[src/rtl/pipeline_pkg.sv]
// Shared types and constants for the pipeline hazard controller.
package pipeline_pkg;

  // Width of the per-stage control bundle that a bubble clears.
  localparam int unsigned CTRL_W = 9;

  // Register $zero never creates a dependency.
  localparam logic [4:0] REG0 = 5'd0;

  // Sequencer state encoding.
  typedef logic [1:0] state_t;
  localparam state_t RUN      = 2'd0;
  localparam state_t LU_STALL = 2'd1;
  localparam state_t FREEZE   = 2'd2;

endpackage

[src/rtl/sat_counter.sv]
// Event counter that sticks at all-ones instead of wrapping.
module sat_counter #(
  parameter int unsigned W = 16
) (
  input  logic         clk,
  input  logic         reset,
  input  logic         inc,
  output logic [W-1:0] count
);

  // Count up on inc until every bit is set, then hold.
  always_ff @(posedge clk or posedge reset) begin
    if (reset) begin
      count <= '0;
    end else if (inc && (count != '1)) begin
      count <= count + W'(1);
    end
  end

endmodule

[src/rtl/pipeline_hazard_ctrl.sv]
// Stall/flush sequencer for the 5-stage pipeline: load-use bubbles, memory
// freeze and branch flush, with saturating event counters.
module pipeline_hazard_ctrl
  import pipeline_pkg::*;
#(
  parameter int unsigned LOAD_USE_STALLS = 1,
  parameter int unsigned CNT_W           = 16
) (
  input  logic             clk,
  input  logic             reset,
  input  logic [4:0]       id_rs,
  input  logic [4:0]       id_rt,
  input  logic             id_uses_rt,
  input  logic             idex_mem_read,
  input  logic [4:0]       idex_rt,
  input  logic             dmem_req,
  input  logic             dmem_ready,
  input  logic             branch_taken,
  output logic             pc_write,
  output logic             ifid_write,
  output logic             ifid_flush,
  output logic             idex_hold,
  output logic             idex_bubble,
  output logic             exmem_hold,
  output logic             exmem_flush,
  output logic             memwb_hold,
  output logic [CNT_W-1:0] stall_cnt,
  output logic [CNT_W-1:0] freeze_cnt,
  output logic [CNT_W-1:0] flush_cnt
);

  // Bubbles still owed after the first one.
  localparam logic [2:0] STALL_INIT = 3'(LOAD_USE_STALLS - 1);

  state_t     state_q, state_d;
  state_t     eff_state;
  logic [2:0] remain_q, remain_d;
  logic       pending_q, pending_d;
  logic       hazard, freeze_cond, branch_any;
  logic       stall_inc, freeze_inc, flush_inc;

  assign hazard = idex_mem_read && (idex_rt != REG0) &&
                  ((idex_rt == id_rs) || (id_uses_rt && (idex_rt == id_rt)));
  assign freeze_cond = dmem_req & ~dmem_ready;
  assign branch_any  = branch_taken | pending_q;

  // On the cycle a freeze lifts, behave as the state it interrupted.
  assign eff_state = (state_q == FREEZE) ? ((remain_q != 3'd0) ? LU_STALL : RUN) : state_q;

  // Prioritised control decode: freeze, then branch, then load-use.
  always_comb begin
    pc_write    = 1'b1;
    ifid_write  = 1'b1;
    ifid_flush  = 1'b0;
    idex_hold   = 1'b0;
    idex_bubble = 1'b0;
    exmem_hold  = 1'b0;
    exmem_flush = 1'b0;
    memwb_hold  = 1'b0;
    state_d     = state_q;
    remain_d    = remain_q;
    pending_d   = pending_q;
    stall_inc   = 1'b0;
    freeze_inc  = 1'b0;
    flush_inc   = 1'b0;
    if (!reset) begin
      if (freeze_cond) begin
        pc_write   = 1'b0;
        ifid_write = 1'b0;
        idex_hold  = 1'b1;
        exmem_hold = 1'b1;
        memwb_hold = 1'b1;
        state_d    = FREEZE;
        freeze_inc = 1'b1;
        if (branch_taken) pending_d = 1'b1;
      end else if (branch_any) begin
        ifid_flush  = 1'b1;
        idex_bubble = 1'b1;
        exmem_flush = 1'b1;
        pending_d   = 1'b0;
        remain_d    = 3'd0;
        state_d     = RUN;
        flush_inc   = 1'b1;
      end else if (eff_state == LU_STALL) begin
        pc_write    = 1'b0;
        ifid_write  = 1'b0;
        idex_bubble = 1'b1;
        remain_d    = remain_q - 3'd1;
        state_d     = (remain_q > 3'd1) ? LU_STALL : RUN;
        stall_inc   = 1'b1;
      end else if (hazard) begin
        pc_write    = 1'b0;
        ifid_write  = 1'b0;
        idex_bubble = 1'b1;
        remain_d    = STALL_INIT;
        state_d     = (STALL_INIT != 3'd0) ? LU_STALL : RUN;
        stall_inc   = 1'b1;
      end else begin
        state_d = RUN;
      end
    end
  end

  // Sequencer state, owed-bubble count and deferred branch.
  always_ff @(posedge clk or posedge reset) begin
    if (reset) begin
      state_q   <= RUN;
      remain_q  <= 3'd0;
      pending_q <= 1'b0;
    end else begin
      state_q   <= state_d;
      remain_q  <= remain_d;
      pending_q <= pending_d;
    end
  end

  sat_counter #(.W(CNT_W)) u_stall_cnt (
    .clk   (clk),
    .reset (reset),
    .inc   (stall_inc),
    .count (stall_cnt)
  );

  sat_counter #(.W(CNT_W)) u_freeze_cnt (
    .clk   (clk),
    .reset (reset),
    .inc   (freeze_inc),
    .count (freeze_cnt)
  );

  sat_counter #(.W(CNT_W)) u_flush_cnt (
    .clk   (clk),
    .reset (reset),
    .inc   (flush_inc),
    .count (flush_cnt)
  );

endmodule
[config.mk]
export PLATFORM = sky130hd
export DESIGN_NAME = pipeline_hazard_ctrl
export DESIGN_NICKNAME = d
export VERILOG_FILES = /design/src/rtl/pipeline_pkg.sv /design/src/rtl/sat_counter.sv /design/src/rtl/pipeline_hazard_ctrl.sv
export SDC_FILE = /design/constraint.sdc
export NUM_CORES = 1
export LEC_CHECK = 0
export BUFFER_PORTS_ARGS = -buffer_cell sky130_fd_sc_hd__buf_2
export CELL_PAD_IN_SITES_DETAIL_PLACEMENT = 1
export CELL_PAD_IN_SITES_GLOBAL_PLACEMENT = 1
export CORE_UTILIZATION = 41
export CTS_CLUSTER_SIZE = 16
export DETAILED_ROUTE_END_ITERATION = 6
export GPL_TIMING_DRIVEN = 0
export PLACE_DENSITY = 0.86
export SYNTH_ARGS = -nofsm -noshare
export SYNTH_HDL_FRONTEND = slang
export SYNTH_HIERARCHICAL = 1
export SYNTH_SLANG_ARGS = --single-unit
[constraint.sdc]
create_clock -name clk -period 2.9 [get_ports clk]
set_input_delay 0.58 -clock clk [delete_from_list [all_inputs] [get_ports clk]]
set_output_delay 0.58 -clock clk [all_outputs]
set_load 0.05 [all_outputs]
=== After elaboration in Yosys (flattened, before gate mapping) ===
Cells that the tools add are included.

* Output and inout bits: 56
* Bits in registers: 54

* Multiplexer cells: 30
* Add/subtract/negate cells: 4
* Reductions and logical operators: 13
* Bitwise gates (word level): 5
* Order comparisons: 1
* Equal/unequal tests: 8

{| class="wikitable"
|+ Operators by type and width
! cell !! count
|-
| $add 16x1->16 const B || 3
|-
| $ne 16x16->1 const B || 3
|-
| $mux 1 || 25
|-
| $eq 5x5->1 || 2
|-
| $mux 3 || 3
|-
| $logic_and 1x1->1 || 6
|-
| $reduce_and 3->1 || 2
|-
| $reduce_bool 3->1 || 2
|-
| $reduce_bool 5->1 || 1
|-
| $mux 2 || 2
|-
| $gt 3x1->1 const B || 1
|-
| $not 1->1 || 3
|-
| $sub 3x1->3 const B || 1
|-
| $eq 2x1->1 const B || 1
|-
| $eq 2x2->1 const B || 1
|-
| $ne 2x2->1 const B || 1
|-
| $reduce_bool 2->1 || 1
|-
| $and 1x1->1 || 1
|-
| $logic_or 1x1->1 || 1
|-
| $or 1x1->1 || 1
|}

=== Depth between registers and ports, before layout ===
* Word-level depth: 10
* Gate-level depth with buffers: 10
* Gate-level depth less buffers: 10

=== By module ===
The synthesis kept the hierarchy.

{| class="wikitable"
|+ By module, submodules not included
! module !! instances !! area an instance (um2) !! cells each
|-
| sat_counter || 3 || 805.8 || 71
|-
| pipeline_hazard_ctrl || 1 || 586.8 || 67
|}

=== Worst setup path after synthesis ===
Ideal clock, no wire load.

* Path kind: input port to output port
* Start: input port idex_rt[1]
* End: output port pc_write
* Arrival time: 2.568 ns
* Path buffers: 1
* Required time: 2.320 ns
* Path slack: -0.248 ns
* Cell stages on the path: 5
* Path through: or4_1 -> o21ai_2 -> o21ai_2 -> a31oi_1 -> buf_4

* Word-level cells in the longest chain between the ends: 9
* Elaborated cells on any way between the ends: 12

{| class="wikitable"
|+ RTL lines
! what !! RTL line !! RTL
|-
| start: declaration || pipeline_hazard_ctrl.sv:15 || <nowiki>input logic [4:0] idex_rt,</nowiki>
|-
| $eq 5x5->1 || pipeline_hazard_ctrl.sv:43 || <nowiki>((idex_rt == id_rs) || (id_uses_rt && (idex_rt == id_rt)));</nowiki>
|-
| $logic_and 1x1->1 || pipeline_hazard_ctrl.sv:43 ||
|-
| $logic_or 1x1->1 || pipeline_hazard_ctrl.sv:43 ||
|-
| $logic_and 1x1->1 * || pipeline_hazard_ctrl.sv:42 || <nowiki>assign hazard = idex_mem_read && (idex_rt != REG0) &&</nowiki>
|-
| $mux 1 * (5 in a row) || n/a ||
|-
| end: declaration || pipeline_hazard_ctrl.sv:19 || <nowiki>output logic pc_write,</nowiki>
|}

Mark *: on every way between the ends. The rest lies on a longest branch, timed or not.

=== Worst setup path after layout ===
* Start: register remain_q[0]
* End: output port pc_write

* Word-level cells in the longest chain between the ends: 8

{| class="wikitable"
|+ RTL lines
! what !! RTL line !! RTL
|-
| start: declaration || pipeline_hazard_ctrl.sv:37 || <nowiki>logic [2:0] remain_q, remain_d;</nowiki>
|-
| start signal: assignment || pipeline_hazard_ctrl.sv:112 || <nowiki>remain_q <= remain_d;</nowiki>
|-
| $reduce_bool 3->1 || pipeline_hazard_ctrl.sv:48 || <nowiki>assign eff_state = (state_q == FREEZE) ? ((remain_q != 3'd0) ? LU_STALL : RUN) : state_q;</nowiki>
|-
| $mux 1 || pipeline_hazard_ctrl.sv:48 ||
|-
| $mux 2 || pipeline_hazard_ctrl.sv:48 ||
|-
| $eq 2x1->1 || pipeline_hazard_ctrl.sv:84 || <nowiki>end else if (eff_state == LU_STALL) begin</nowiki>
|-
| $mux 1 || pipeline_hazard_ctrl.sv:84 ||
|-
| $mux 1 || pipeline_hazard_ctrl.sv:76 || <nowiki>end else if (branch_any) begin</nowiki>
|-
| $mux 1 || pipeline_hazard_ctrl.sv:67 || <nowiki>if (freeze_cond) begin</nowiki>
|-
| $mux 1 || pipeline_hazard_ctrl.sv:66 || <nowiki>if (!reset) begin</nowiki>
|}

No other way between the ends.

==> results.json <==
{
  "syn_nets": 308,
  "slowest_delay_ns": 0.44,
  "p_sw_mw": 1.014,
  "nFillCells": 804,
  "htreeDepth": 2,
  "grt_usage_pct": 18.72,
  "arrival_ns": 2.18,
  "fmax_mhz": 362.1,
  "crit_path_top_delay_cell": "dfrtp_1",
  "avgRoutedWirePerCell_um": 14.58,
  "fin_nets": 393,
  "clock_skew_ns": 0.01132,
  "crit_path_start_kind": "register",
  "comb_power_share_pct": 35.5,
  "placementRows": 30,
  "synthAdderAreaFrac_pct": 2.499,
  "slew_headroom_pct": 58.28,
  "drc_errors": 0,
  "cp_cell_sequence": "inv_2 -> ha_1 -> or2b_2 -> a21oi_4 -> o21ai_4 -> a31oi_2 -> buf_4 -> clkbuf_4",
  "synth_top_area_share_pct": 44.98,
  "yosys.cell_types.count": 41,
  "synth_area_leaders": "dfrtp_1 45%, xnor2_1 9.9%, nand3_1 3.5%, nand4_1 3.1%, nand2_1 2.7%",
  "routabilityCongestion": 0.7587,
  "p_per_area_mw_per_mm2": 662.6,
  "path_clk_slew_ns": 0.10,
  "synth_compound_area_share_pct": 5.831,
  "avgSynthCellArea_sq_um": 10.73,
  "grt_max_degree": 18,
  "io_buffers": 77,
  "cts_tree": "done",
  "place_ws_ns": -0.1335,
  "clockPowerShare_pct": 22.3,
  "critPathBufInv": 3,
  "ys_seq_area_share_pct": 44.98,
  "muxShareOfSynthArea_pct": 3.249,
  "grt_overflow": 0,
  "drv_slew": 0,
  "synthCells": 280,
  "synth_seq_cells": 54,
  "rsz0062_at_grt": "false",
  "netlist_area_sq_mm": 0.003004,
  "worstSetupPathType": "reg -> out",
  "yosys-top-cells-count": "54 x dfrtp_1, 34 x xnor2_1, 22 x nand2_1",
  "cap_violations": 0,
  "yosysMostFrequentCell": "dfrtp_1",
  "synth_top_area_cell": "dfrtp_1",
  "status": "finished, final reports clean",
  "synthXorXnorAreaFrac_pct": 12.54,
  "finalWirelength_mm": 6.734,
  "syn2layout_area_growth_pct": 21.74,
  "ios": 78,
  "ir_drop_uv": 613.6,
  "setup_slack_ns": 0.1382,
  "worst_path_dominant_cell_family": "compound AO/OA/AOI/OAI gates",
  "async_flop_share_pct": 100.0,
  "insertion_delay_ns": 0.31,
  "final_core_utilization_pct": 52.67,
  "worst-slew-pin-transition_ns": 0.6235,
  "die-area_sq_mm": 0.007674,
  "yosysWarnings": 6,
  "synth-simple-area-share_pct": 28.78,
  "leakagePower_nw": 1.817,
  "hpwlAfterDp_mm": 5.179,
  "clkSinkCount": 54,
  "drt-pass1-iter-count": 4,
  "ys.flop_type": "dfrtp_1",
  "swShare_pct": 41.86,
  "initial_core_util_pct": 43.26,
  "hold_ws_ns": 0.2888,
  "finalPower_mw": 2.423,
  "required_ns": 2.32,
  "hold_viol": 0,
  "synth_top_family_by_area": "simple AND/OR/NAND/NOR gates",
  "die_x_um": 87.60,
  "root_buffer": "clkbuf_8",
  "clk_path_buf_depth": 2,
  "cell_internal_pwr_mw": 1.409,
  "antenna_left": 0,
  "first_iter_violations": 31,
  "min_path_type": "in -> async",
  "cts_made_buffers": 5,
  "pwr-share-seq_pct": 42.2,
  "worstSetupEndpointType": "output port",
  "vias_per_cell": 5.316,
  "dieHeight_um": 87.60,
  "diodes": 0,
  "antenna_found_initial": 0,
  "cp_max_fo": 6,
  "fin_crit_ns": 2.762,
  "grt_pass1_wl_mm": 11.41,
  "grt_pass1_vias": 2478,
  "final_layout_size_suffix_gt1_share_pct": 34.43,
  "synth_edf_count": 0,
  "core_area_sq_mm": 0.006944,
  "finalSetupViolations": 0,
  "finalSetupTns_ns": 0,
  "fin_crit_sh_pct": 95.23,
  "via_count": 2456
}
==> area by class of cell <==
class / instances / area (sq um) / area share, %
flip-flops and latches: 54 / 1351 / 36.95
clock inverters: 2 / 38.79 / 1.061
multi-input cells: 215 / 1605 / 43.89
well taps: 96 / 120.1 / 3.284
plain buffers: 5 / 41.29 / 1.129
clock buffers: 6 / 82.58 / 2.258
repair buffers: 78 / 395.4 / 10.81
inverters: 6 / 22.52 / 0.6158
==> through the flow <==
step                      area, sq um  cells
after global placement           3518    453
after floorplan                  3013    280
after global routing             3657    462
after detailed placement         3518    453
after CTS                        3640    461
final                            3657    462
==> per-layer routing <==
layer	track usage [%]	up-vias	share of wire, %
met5	0	-	0
met3	3.582	2	3.3
li1	-	1174	-
met1	23.34	1225	44
met4	4.024	0	0.19
met2	33.66	55	53
==> power groups by stage <==
stage / clock network [mW] / registers (mW) / logic [mW]
final: 0.540 / 1.02 / 0.861
after global routing: 0.583 / 1.05 / 0.923
after CTS: 0.554 / 1.02 / 0.853
after detailed placement: 0 / 1.03 / 0.852
after global placement: 0 / 1.03 / 0.827
after floorplan: 0 / 1.32 / 0.339
==> state kept, by name (all words and copies together), names as in the netlist <==
signal,count
u_flush_cnt/count,16
u_freeze_cnt/count,16
u_stall_cnt/count,16
remain_q,3
state_q,2
pending_q,1
==> path summary, 6_finish.rpt <==
| check | depth (start not counted) | start | slack (ns) | to |
|---|---|---|---|---|
| setup / recovery | 8 | remain_q[0]$_DFFE_PP0P_ | 0.14 | pc_write |
| hold / removal | 2 | reset | 0.29 | pending_q$_DFFE_PP0P_ |
| setup reg to reg | 10 | remain_q[0]$_DFFE_PP0P_ | 0.44 | u_stall_cnt/count[14]$_DFFE_PP0P_ |
| hold reg to reg | 1 | u_flush_cnt/count[15]$_DFFE_PP0P_ | 0.52 | u_flush_cnt/count[15]$_DFFE_PP0P_ |
| max in group asynchronous | 2 | reset | 2.11 | u_stall_cnt/count[4]$_DFFE_PP0P_ |
| min in group clk | 1 | u_flush_cnt/count[15]$_DFFE_PP0P_ | 0.52 | u_flush_cnt/count[15]$_DFFE_PP0P_ |
==> placed cells by master, fill, tap and decap left out, drive strengths merged, types with 7 or more instances in the layout <==
master,instances
buf,82
dfrtp,54
xnor2,34
nand2,25
nand3,21
nand4,21
and3,16
nor2,15
and4,12
a21oi,11
xor2,9
clkbuf,7
inv,7
==> cell families (layout without fill, tap and decap cells) <==
family	Yosys count	in the layout
and+or+nand+nor	132	132
AOI/OAI and AO/OA	25	25
xor gates and xnor gates	43	43
DFF	54	54
buffers and inverters	11	97
adders and majority gates	6	6
muxes	9	9
==> timing repair <==
item | 4_1_cts | 5_1_grt
buffers inserted | 0 | 1
resized for setup | 0 | 4
hold buffers | 0 | 0
endpoints found under the setup margin | 0 | 1
(Power assumes the default switching activity.)
